File: config.mk
export PLATFORM = sky130hd
export DESIGN_NAME = stack_arbiter
export DESIGN_NICKNAME = d
export VERILOG_FILES = /design/src/rtl/stack_arbiter.sv
export SDC_FILE = /design/constraint.sdc
export NUM_CORES = 1
export LEC_CHECK = 0
export ABC_AREA = 1
export BUFFER_PORTS_ARGS = -buffer_cell sky130_fd_sc_hd__buf_2
export CORE_MARGIN = 3
export CORE_UTILIZATION = 53
export DETAILED_ROUTE_END_ITERATION = 12
export PLACE_DENSITY = 0.81
export SYNTH_ARGS = -nofsm -noshare
export SYNTH_HDL_FRONTEND = slang
export SYNTH_SLANG_ARGS = --single-unit
export TNS_END_PERCENT = 50
File: constraint.sdc
create_clock -name clk_i -period 3.6 [get_ports clk_i]
set_input_delay 0.36 -clock clk_i [delete_from_list [all_inputs] [get_ports clk_i]]
set_output_delay 0.36 -clock clk_i [all_outputs]
set_load 0.02 [all_outputs]
File: src/rtl/stack_arbiter.sv
// Two-client round-robin arbiter and sequencer in front of a 5-entry structural stack.
// Tracks occupancy, rejects illegal requests, and drives the stack one operation at a time.
module stack_arbiter #(
   parameter int DEPTH = 5,
   parameter int DW    = 4,
   parameter int IW    = 3
) (
   input  logic          clk_i,
   input  logic          rst_ni,
   input  logic          req0_i,
   input  logic          req1_i,
   input  logic [1:0]    cmd0_i,
   input  logic [1:0]    cmd1_i,
   input  logic [IW-1:0] idx0_i,
   input  logic [IW-1:0] idx1_i,
   input  logic [DW-1:0] wdata0_i,
   input  logic [DW-1:0] wdata1_i,
   output logic          gnt0_o,
   output logic          gnt1_o,
   output logic          done0_o,
   output logic          done1_o,
   output logic          err_o,
   output logic [DW-1:0] rdata_o,
   output logic [IW-1:0] count_o,
   output logic          st_reset_o,
   output logic [1:0]    st_command_o,
   output logic [IW-1:0] st_index_o,
   output logic [DW-1:0] st_wdata_o,
   output logic          st_we_o,
   input  logic [DW-1:0] st_rdata_i
);

   typedef enum logic [1:0] {S_IDLE, S_ISSUE, S_CAPTURE, S_RESP} state_e;

   localparam logic [1:0] CMD_NOP  = 2'b00;
   localparam logic [1:0] CMD_PUSH = 2'b01;
   localparam logic [1:0] CMD_POP  = 2'b10;
   localparam logic [1:0] CMD_GET  = 2'b11;

   state_e        state_q, state_d;
   logic [1:0]    cmd_q, cmd_d;
   logic [IW-1:0] idx_q, idx_d;
   logic [DW-1:0] wdata_q, wdata_d;
   logic          owner_q, owner_d;
   logic [1:0]    gnt_q, gnt_d;
   logic          last_q, last_d;
   logic          err_q, err_d;
   logic [IW-1:0] count_q, count_d;
   logic [DW-1:0] rdata_q, rdata_d;

   logic          win;
   logic [1:0]    win_cmd;
   logic [IW-1:0] win_idx;
   logic [DW-1:0] win_wdata;
   logic          illegal;

   // Tie goes to the client that did not win last; a lone requester always wins.
   always_comb begin
      win       = req1_i & (~req0_i | ~last_q);
      win_cmd   = win ? cmd1_i   : cmd0_i;
      win_idx   = win ? idx1_i   : idx0_i;
      win_wdata = win ? wdata1_i : wdata0_i;
      illegal   = ((win_cmd == CMD_PUSH) && (count_q == IW'(DEPTH))) ||
                  ((win_cmd == CMD_POP)  && (count_q == '0)) ||
                  ((win_cmd == CMD_GET)  && (win_idx >= count_q));
   end

   always_ff @(posedge clk_i or negedge rst_ni) begin
      if (!rst_ni) begin
         state_q <= S_IDLE;
         cmd_q   <= CMD_NOP;
         idx_q   <= '0;
         wdata_q <= '0;
         owner_q <= 1'b0;
         gnt_q   <= '0;
         last_q  <= 1'b1;
         err_q   <= 1'b0;
         count_q <= '0;
         rdata_q <= '0;
      end else begin
         state_q <= state_d;
         cmd_q   <= cmd_d;
         idx_q   <= idx_d;
         wdata_q <= wdata_d;
         owner_q <= owner_d;
         gnt_q   <= gnt_d;
         last_q  <= last_d;
         err_q   <= err_d;
         count_q <= count_d;
         rdata_q <= rdata_d;
      end
   end

   always_comb begin
      state_d = state_q;
      cmd_d   = cmd_q;
      idx_d   = idx_q;
      wdata_d = wdata_q;
      owner_d = owner_q;
      gnt_d   = gnt_q;
      last_d  = last_q;
      err_d   = err_q;
      count_d = count_q;
      rdata_d = rdata_q;
      case (state_q)
         S_IDLE: begin
            if (req0_i || req1_i) begin
               cmd_d   = win_cmd;
               idx_d   = win_idx;
               wdata_d = win_wdata;
               owner_d = win;
               gnt_d   = win ? 2'b10 : 2'b01;
               last_d  = win;
               err_d   = illegal;
               state_d = (illegal || (win_cmd == CMD_NOP)) ? S_RESP : S_ISSUE;
            end
         end
         S_ISSUE: begin
            if (cmd_q == CMD_PUSH) begin
               count_d = count_q + IW'(1);
               state_d = S_RESP;
            end else begin
               if (cmd_q == CMD_POP) count_d = count_q - IW'(1);
               state_d = S_CAPTURE;
            end
         end
         S_CAPTURE: begin
            rdata_d = st_rdata_i;
            state_d = S_RESP;
         end
         S_RESP: begin
            gnt_d   = '0;
            state_d = S_IDLE;
         end
         default: state_d = S_IDLE;
      endcase
   end

   // Stack bus carries the latched request only during ISSUE; zero otherwise.
   always_comb begin
      st_command_o = CMD_NOP;
      st_index_o   = '0;
      st_wdata_o   = '0;
      st_we_o      = 1'b0;
      done0_o      = 1'b0;
      done1_o      = 1'b0;
      err_o        = 1'b0;
      if (state_q == S_ISSUE) begin
         st_command_o = cmd_q;
         st_index_o   = idx_q;
         st_wdata_o   = wdata_q;
         st_we_o      = (cmd_q == CMD_PUSH);
      end
      if (state_q == S_RESP) begin
         done0_o = ~owner_q;
         done1_o = owner_q;
         err_o   = err_q;
      end
   end

   assign gnt0_o     = gnt_q[0];
   assign gnt1_o     = gnt_q[1];
   assign rdata_o    = rdata_q;
   assign count_o    = count_q;
   assign st_reset_o = ~rst_ni;

endmodule

==> results of run 1 <==
## final cells by class
cell class / count / area share (%)
Clock buffer: 3 / 1.36
Clock inverter: 1 / 0.301
Inverter: 30 / 6.78
Multi-Input combinational cell: 118 / 40.2
Sequential cell: 23 / 34.7
Tap cell: 28 / 2.11
Timing Repair Buffer: 48 / 14.5
## state kept, by name, summed over array words and instances, names as in the netlist
name and flops:
err_q 1, state_q 2, rdata_o 4, wdata_q 4, count_o 3, owner_q 1, last_q 1, cmd_q 2
gnt_q 2, idx_q 3
## final timing paths
kind	startpoint	cells past startpoint	slack [ns]	endpoint
worst max-delay path	last_q$_DFFE_PN1P_	12	1.60	state_q[1]$_DFFE_PN0P_
worst min-delay path	rst_ni	1	0.003	wdata_q[1]$_DFFE_PN0P_
worst max register to register	last_q$_DFFE_PN1P_	12	1.60	state_q[1]$_DFFE_PN0P_
worst min register to register	err_q$_DFFE_PN0P_	2	0.50	err_q$_DFFE_PN0P_
max in group asynchronous	rst_ni	1	3.22	last_q$_DFFE_PN1P_
min in group clk_i	wdata1_i[3]	3	0.26	wdata_q[3]$_DFFE_PN0P_
## cells by family after synthesis
group                    synth area share (%)
adder cells (fa/ha/maj)                  8.70
multiplexers                             4.26
XOR/XNOR                                 1.27
AO/OA/AOI/OAI                            8.98
flip-flops                               41.8
buffers and inverters                    9.79
AND/OR/NAND/NOR                          25.2
## per-layer routing
metal  wire length, um  share of wire [%]  up-vias  GRT usage (%)
li1                  -                  -      647              -
met1              1370                 45      569           26.5
met2              1480                 49       37           36.9
met3               156                5.1        5           2.26
met4                36                1.2        0           4.97
met5                 0                  0        -              0
## power by group through the flow
stage               sequential, uW  clock, uW  combinational (uW)
floorplan                      529          0                 520
global placement               480          0                 757
detailed placement             489          0                 784
CTS                            483        126                 791
global route                   501        137                 890
finish                         483        121                 786
## worst register-to-register path: cells and delay by family (launching register included)
family,cells,cell delay (ns)
AND/OR/NAND/NOR,8,0.73
AO/OA/AOI/OAI,2,0.24
adder cells (fa/ha/maj),1,0.30
flip-flops,1,0.56
buffers and inverters,1,0.09
## per-stage QoR
step	worst slack (ns)	cell area, um2	utilization, %	power (uW)	instances
after floorplan	1.76	1380	-	1050	174
final	1.60	1660	71.0	1390	251
after detailed placement	1.62	1630	69.8	1270	247
after CTS	1.60	1660	71.0	1400	251
after global routing	1.41	1660	71.0	1530	251
after global placement	1.72	1630	69.8	1240	247
## layout by cell type, fill, tap and decap left out, drive strengths merged
cell     n
or2      1
a31oi    2
mux2     4
o21ai   15
clkinv   1
nand3b   1
nand3   11
xor2     2
nor3     2
mux2i    1
nand2   53
clkbuf   3
fa       1
buf     48
nor2    12
a21oi    3
dfrtp   22
ha       8
dfstp    1
o22ai    1
o211ai   1
inv     30
==> run summary, run 1 <==
status - complete, no violations
DP HPWL - 2.35 mm
Crit path required time - 3.82 ns
Leak Pwr - 0.000993 uW
Synth area leaders - dfrtp_1 40%, nand2_1 13%, inv_1 7.6%
Post-synth EDFFs - 0
global-route wire length before repair - 5.40 mm
Crit path largest cell delay - 0.56 ns
CTS tree - built
DIE WIDTH - 57.0 um
Clock power frac - 8.7%
routed vias - 1258
GRT overflow - 0
top cells by count, synth - 48 x nand2_1, 28 x inv_1, 22 x dfrtp_1
slew margin rel. - 55.7%
Post CTS Setup Buffer Count - 0
most frequent CP cell - nand2_1
switch share - 48.0%
Avg Cell Area, Syn - 7.93 um2
Critical Path, Cell by Cell - nand2_2 -> nand2_4 -> inv_2 -> nand2_1 -> nand2_1 -> ha_1 -> a21oi_1 -> o211ai_1 -> nand2_1 -> nand3_1 -> nand2_1 -> nand2_1
nature of the critical path startpoint - flip-flop
Reg area - 577 um2
Die ar. - 3250 um2
initial antenna violation count - 0
Tcrit/Tclk final - 55.6%
pwr/cell area - 837 nW/um2
Post-Syn Area - 1380 um2
critical path arrival - 2.23 ns
clk_lat worst skew - 0.31 ns
CP Max Fanout - 14
Area growth syn-to-layout - 20.3%
drt first pass iters - 4
Final GP Congestion - 0.821
Fillers - 189
All-Layer GR Usage - 20.6%
# resized after CTS - 0
MaxCap Viol Count - 0
RSZ-0062 raised after global routing - false
IO buf count - 48
Pint - 723 uW
Initial Utilization - 59.0%
Tmin final - 2.00 ns
drt drc - 0
peak supply drop - 537 uV
top cell type's share of synthesized area - 39.9%
Antenna Nets Post-Route - 0
clk slew on worst S/H paths - 0.13 ns
largest delay contributor family on the critical path - simple AND/OR/NAND/NOR gates
ant diodes - 0
routed vias/inst - 5.01
count of final max-slew check failures - 0
combinational power share - 56.5%
Seq pwr share - 34.8%
nature of the critical path endpoint - flip-flop
die height - 57.0 um
Fin Setup TNS - 0 ns
CP Class - reg -> reg
sequential-to-total area share from yosys stat - 41.8%
CP max stage cell - dfstp_2
hold crit path type - in -> async
H-tree Lvls - 1
Synth async-reset ratio - 100%
core area - 2340 um2
Max Freq - 0.499 GHz
largest net degree at the start of global routing - 25
DRT iter0 DRCs - 27
top_reg_cell synth - dfrtp_1
CTS Buffer Depth - 2
TritonCTS Sinks - 23
row count - 17
Ys Warns - 0
nets - 259
Hold Fails Final Rpt - 0
Multi-input gate area - 668 um2
Hold Buf Count CTS - 0
share of cells above drive strength 1 - 30.9%
vias in the first global route - 1260
routed wire length - 3.05 mm
root buffer cell - clkbuf_4
cell with the most instances after synthesis - nand2_1
post-synth top area cell - dfrtp_1
count of cell types in the netlist - 28
worst path bufs/invs - 1
Setup-failing EPs final - 0
I/O Pins - 49
cell count after synthesis - 174
Worst Tran Pin Value - 0.664 ns
Net Sw Power - 666 uW
syn_nets - 209
final hold slack - 0.00283 ns
clock skew - 0.00811 ns
Seq cells post-synth - 23
CTS buffer count - 3
Avg WL per Cell - 12.1 um
No activity file was read; power rests on OpenSTA's default activity.
==> run 2: changes to the inputs <==
--- a/config.mk
+++ b/config.mk
@@ -8,9 +8,9 @@
 export ABC_AREA = 1
 export BUFFER_PORTS_ARGS = -buffer_cell sky130_fd_sc_hd__buf_2
 export CORE_MARGIN = 3
-export CORE_UTILIZATION = 53
+export CORE_UTILIZATION = 49
 export DETAILED_ROUTE_END_ITERATION = 12
-export PLACE_DENSITY = 0.81
+export PLACE_DENSITY = 0.76
 export SYNTH_ARGS = -nofsm -noshare
 export SYNTH_HDL_FRONTEND = slang
 export SYNTH_SLANG_ARGS = --single-unit
==> constraint.sdc (replaced) <==
create_clock -name clk_i -period 1.85 [get_ports clk_i]
set_input_delay 0.185 -clock clk_i [delete_from_list [all_inputs] [get_ports clk_i]]
set_output_delay 0.185 -clock clk_i [all_outputs]
set_load 0.02 [all_outputs]
==> run 2 against run 1 <==
  * Clock skew is 0.0040 ns higher
  * Clock-buffer cell count stayed put
  * Hold slack better by 0.062 ns
  * Cell area is 11% higher
  * Register-to-register slack worse by 1.7 ns
  * Utilization is 0.63 points higher
  * Wire length is 28% higher
  * The flow now finishes with violations (setup timing)
  * Clock power is 100% higher
  * Setup slack worse by 1.7 ns
  * First-iteration DRC count is 150% higher
==> run summary, run 2 (same netlist as run 1, synthesis figures left out) <==
status - finished with violations
failing checks - setup timing
Hold Fails Final Rpt - 0
pwr/cell area - 1620 nW/um2
Critical Path, Cell by Cell - nand2_4 -> nand2_8 -> mux2i_4 -> ha_1 -> nand3_1 -> o211ai_1 -> nand2_1 -> nand2_1 -> nand2_1 -> nand2_1
final hold slack - 0.0649 ns
CP Class - reg -> reg
routed vias/inst - 5.25
I/O Pins - 49
switch share - 48.8%
Area growth syn-to-layout - 33.2%
peak supply drop - 1130 uV
Final Util - 71.6%
Leak Pwr - 0.00106 uW
Pint - 1520 uW
MaxCap Viol Count - 0
routed vias - 1381
Seq pwr share - 32.2%
dpl cells - 254
DRT iter0 DRCs - 67
All-Layer GR Usage - 20.7%
core area - 2570 um2
IO buf count - 48
slew margin rel. - 76.7%
Fin Setup TNS - -0.237 ns
DIE WIDTH - 59.1 um
root buffer cell - clkbuf_4
DP HPWL - 2.63 mm
clk_lat worst skew - 0.33 ns
die height - 59.1 um
initial antenna violation count - 0
Avg WL per Cell - 14.8 um
Setup-failing EPs final - 2
Tmin final - 1.97 ns
ant diodes - 0
Crit path required time - 2.07 ns
CTS buffer count - 3
critical path arrival - 2.19 ns
Tcrit/Tclk final - 106%
Max Freq - 0.508 GHz
nature of the critical path endpoint - flip-flop
Die ar. - 3490 um2
share of cells above drive strength 1 - 38.2%
Antenna Nets Post-Route - 0
clock skew - 0.0121 ns
clk slew on worst S/H paths - 0.14 ns
Worst Reg-to-Reg Cells - 10
global-route wire length before repair - 5.48 mm
total power - 2970 uW
vias in the first global route - 1259
Worst Slack Setup Final - -0.119 ns
H-tree Lvls - 1
leading cell type in the layout, fill and taps excluded - buf_2
GRT overflow - 0
Final GP Congestion - 0.792
TritonCTS Sinks - 23
Net Sw Power - 1450 uW
CP Max Fanout - 5
routed wire length - 3.90 mm
Fillers - 203
Initial Utilization - 53.8%
nature of the critical path startpoint - flip-flop
most frequent cells in the layout - 48 x buf_2, 42 x nand2_1, 28 x inv_1
combinational power share - 59.5%
count of final max-slew check failures - 0
CP max stage cell - dfstp_2
CTS Buffer Depth - 2
most frequent CP cell - nand2_1
drt drc - 0
Crit path largest cell delay - 0.59 ns
largest net degree at the start of global routing - 24
drt first pass iters - 4
Hold Path Stages - 3
Worst Tran Pin Value - 0.346 ns
final cell count without fillers - 263
RSZ-0062 raised after global routing - true
Clock power frac - 8.3%
hold crit path type - in -> reg
CTS tree - built
row count - 18
nets - 269
==> run 2: changes by cell type in the layout (fill, tap and decap cells not counted), moves of 2 or more <==
cell,previous run,this run
nand2_1,48,42
ha_1,8,5
ha_4,0,2
buf_4,0,8
nand2_4,1,5
==> run 2: worst max-delay path: cells and delay by family, from the launching register on <==
kind | cells | cell delay, ns
AOI/OAI and AO/OA | 1 | 0.11
muxes | 1 | 0.25
and+or+nand+nor | 7 | 0.66
DFF | 1 | 0.59
adders and majority gates | 1 | 0.26
==> run 2: metal layers <==
layer	GRT usage [%]	share of wire, %	vias up
met1	25.7	41	621
li1	-	-	662
met2	35.2	48	73
met3	4.14	7.0	25
met4	8.41	4.5	0
met5	0	0	-
==> run 2: final cells by class <==
type	instances	area, um2	area share [%]
flip-flops and latches	23	578	31.4
repair buffers	58	322	17.5
clock inverters	1	5.00	0.272
clock buffers	3	22.5	1.23
inverters	30	118	6.40
well taps	30	37.5	2.04
multi-input cells	118	756	41.1
==> run 2: power groups by stage <==
stage	combinational, uW	sequential, uW	clock [uW]
after detailed placement	1590	949	0
after CTS	1600	938	248
after floorplan	1010	1030	0
after global routing	1960	987	267
after global placement	1530	930	0
final	1770	956	247
==> run 2: final timing paths <==
kind,from,slack (ns),endpoint
worst max-delay path,last_q$_DFFE_PN1P_,-0.12,err_q$_DFFE_PN0P_
worst min-delay path,wdata1_i[3],0.06,wdata_q[3]$_DFFE_PN0P_
worst max register to register,last_q$_DFFE_PN1P_,-0.12,err_q$_DFFE_PN0P_
worst min register to register,wdata_q[3]$_DFFE_PN0P_,0.51,wdata_q[3]$_DFFE_PN0P_
max in group asynchronous,rst_ni,1.21,last_q$_DFFE_PN1P_
min in group asynchronous,rst_ni,0.36,cmd_q[0]$_DFFE_PN0P_
==> run 2: timing repair <==
action	in CTS	in global routing
setup buffers	0	4
gates resized for setup	0	21
hold endpoints to repair	22	0
endpoints found under the setup margin	0	5
hold buffers	1	0
==> run 2: per-stage QoR <==
step           setup slack (ns)  instance area (um2)
6_report                 -0.119                 1840
5_1_grt                  -0.180                 1840
4_1_cts                  0.0105                 1710
3_5_place_dp             0.0290                 1670
3_3_place_gp             0.0777                 1670
2_1_floorplan           0.00695                 1380
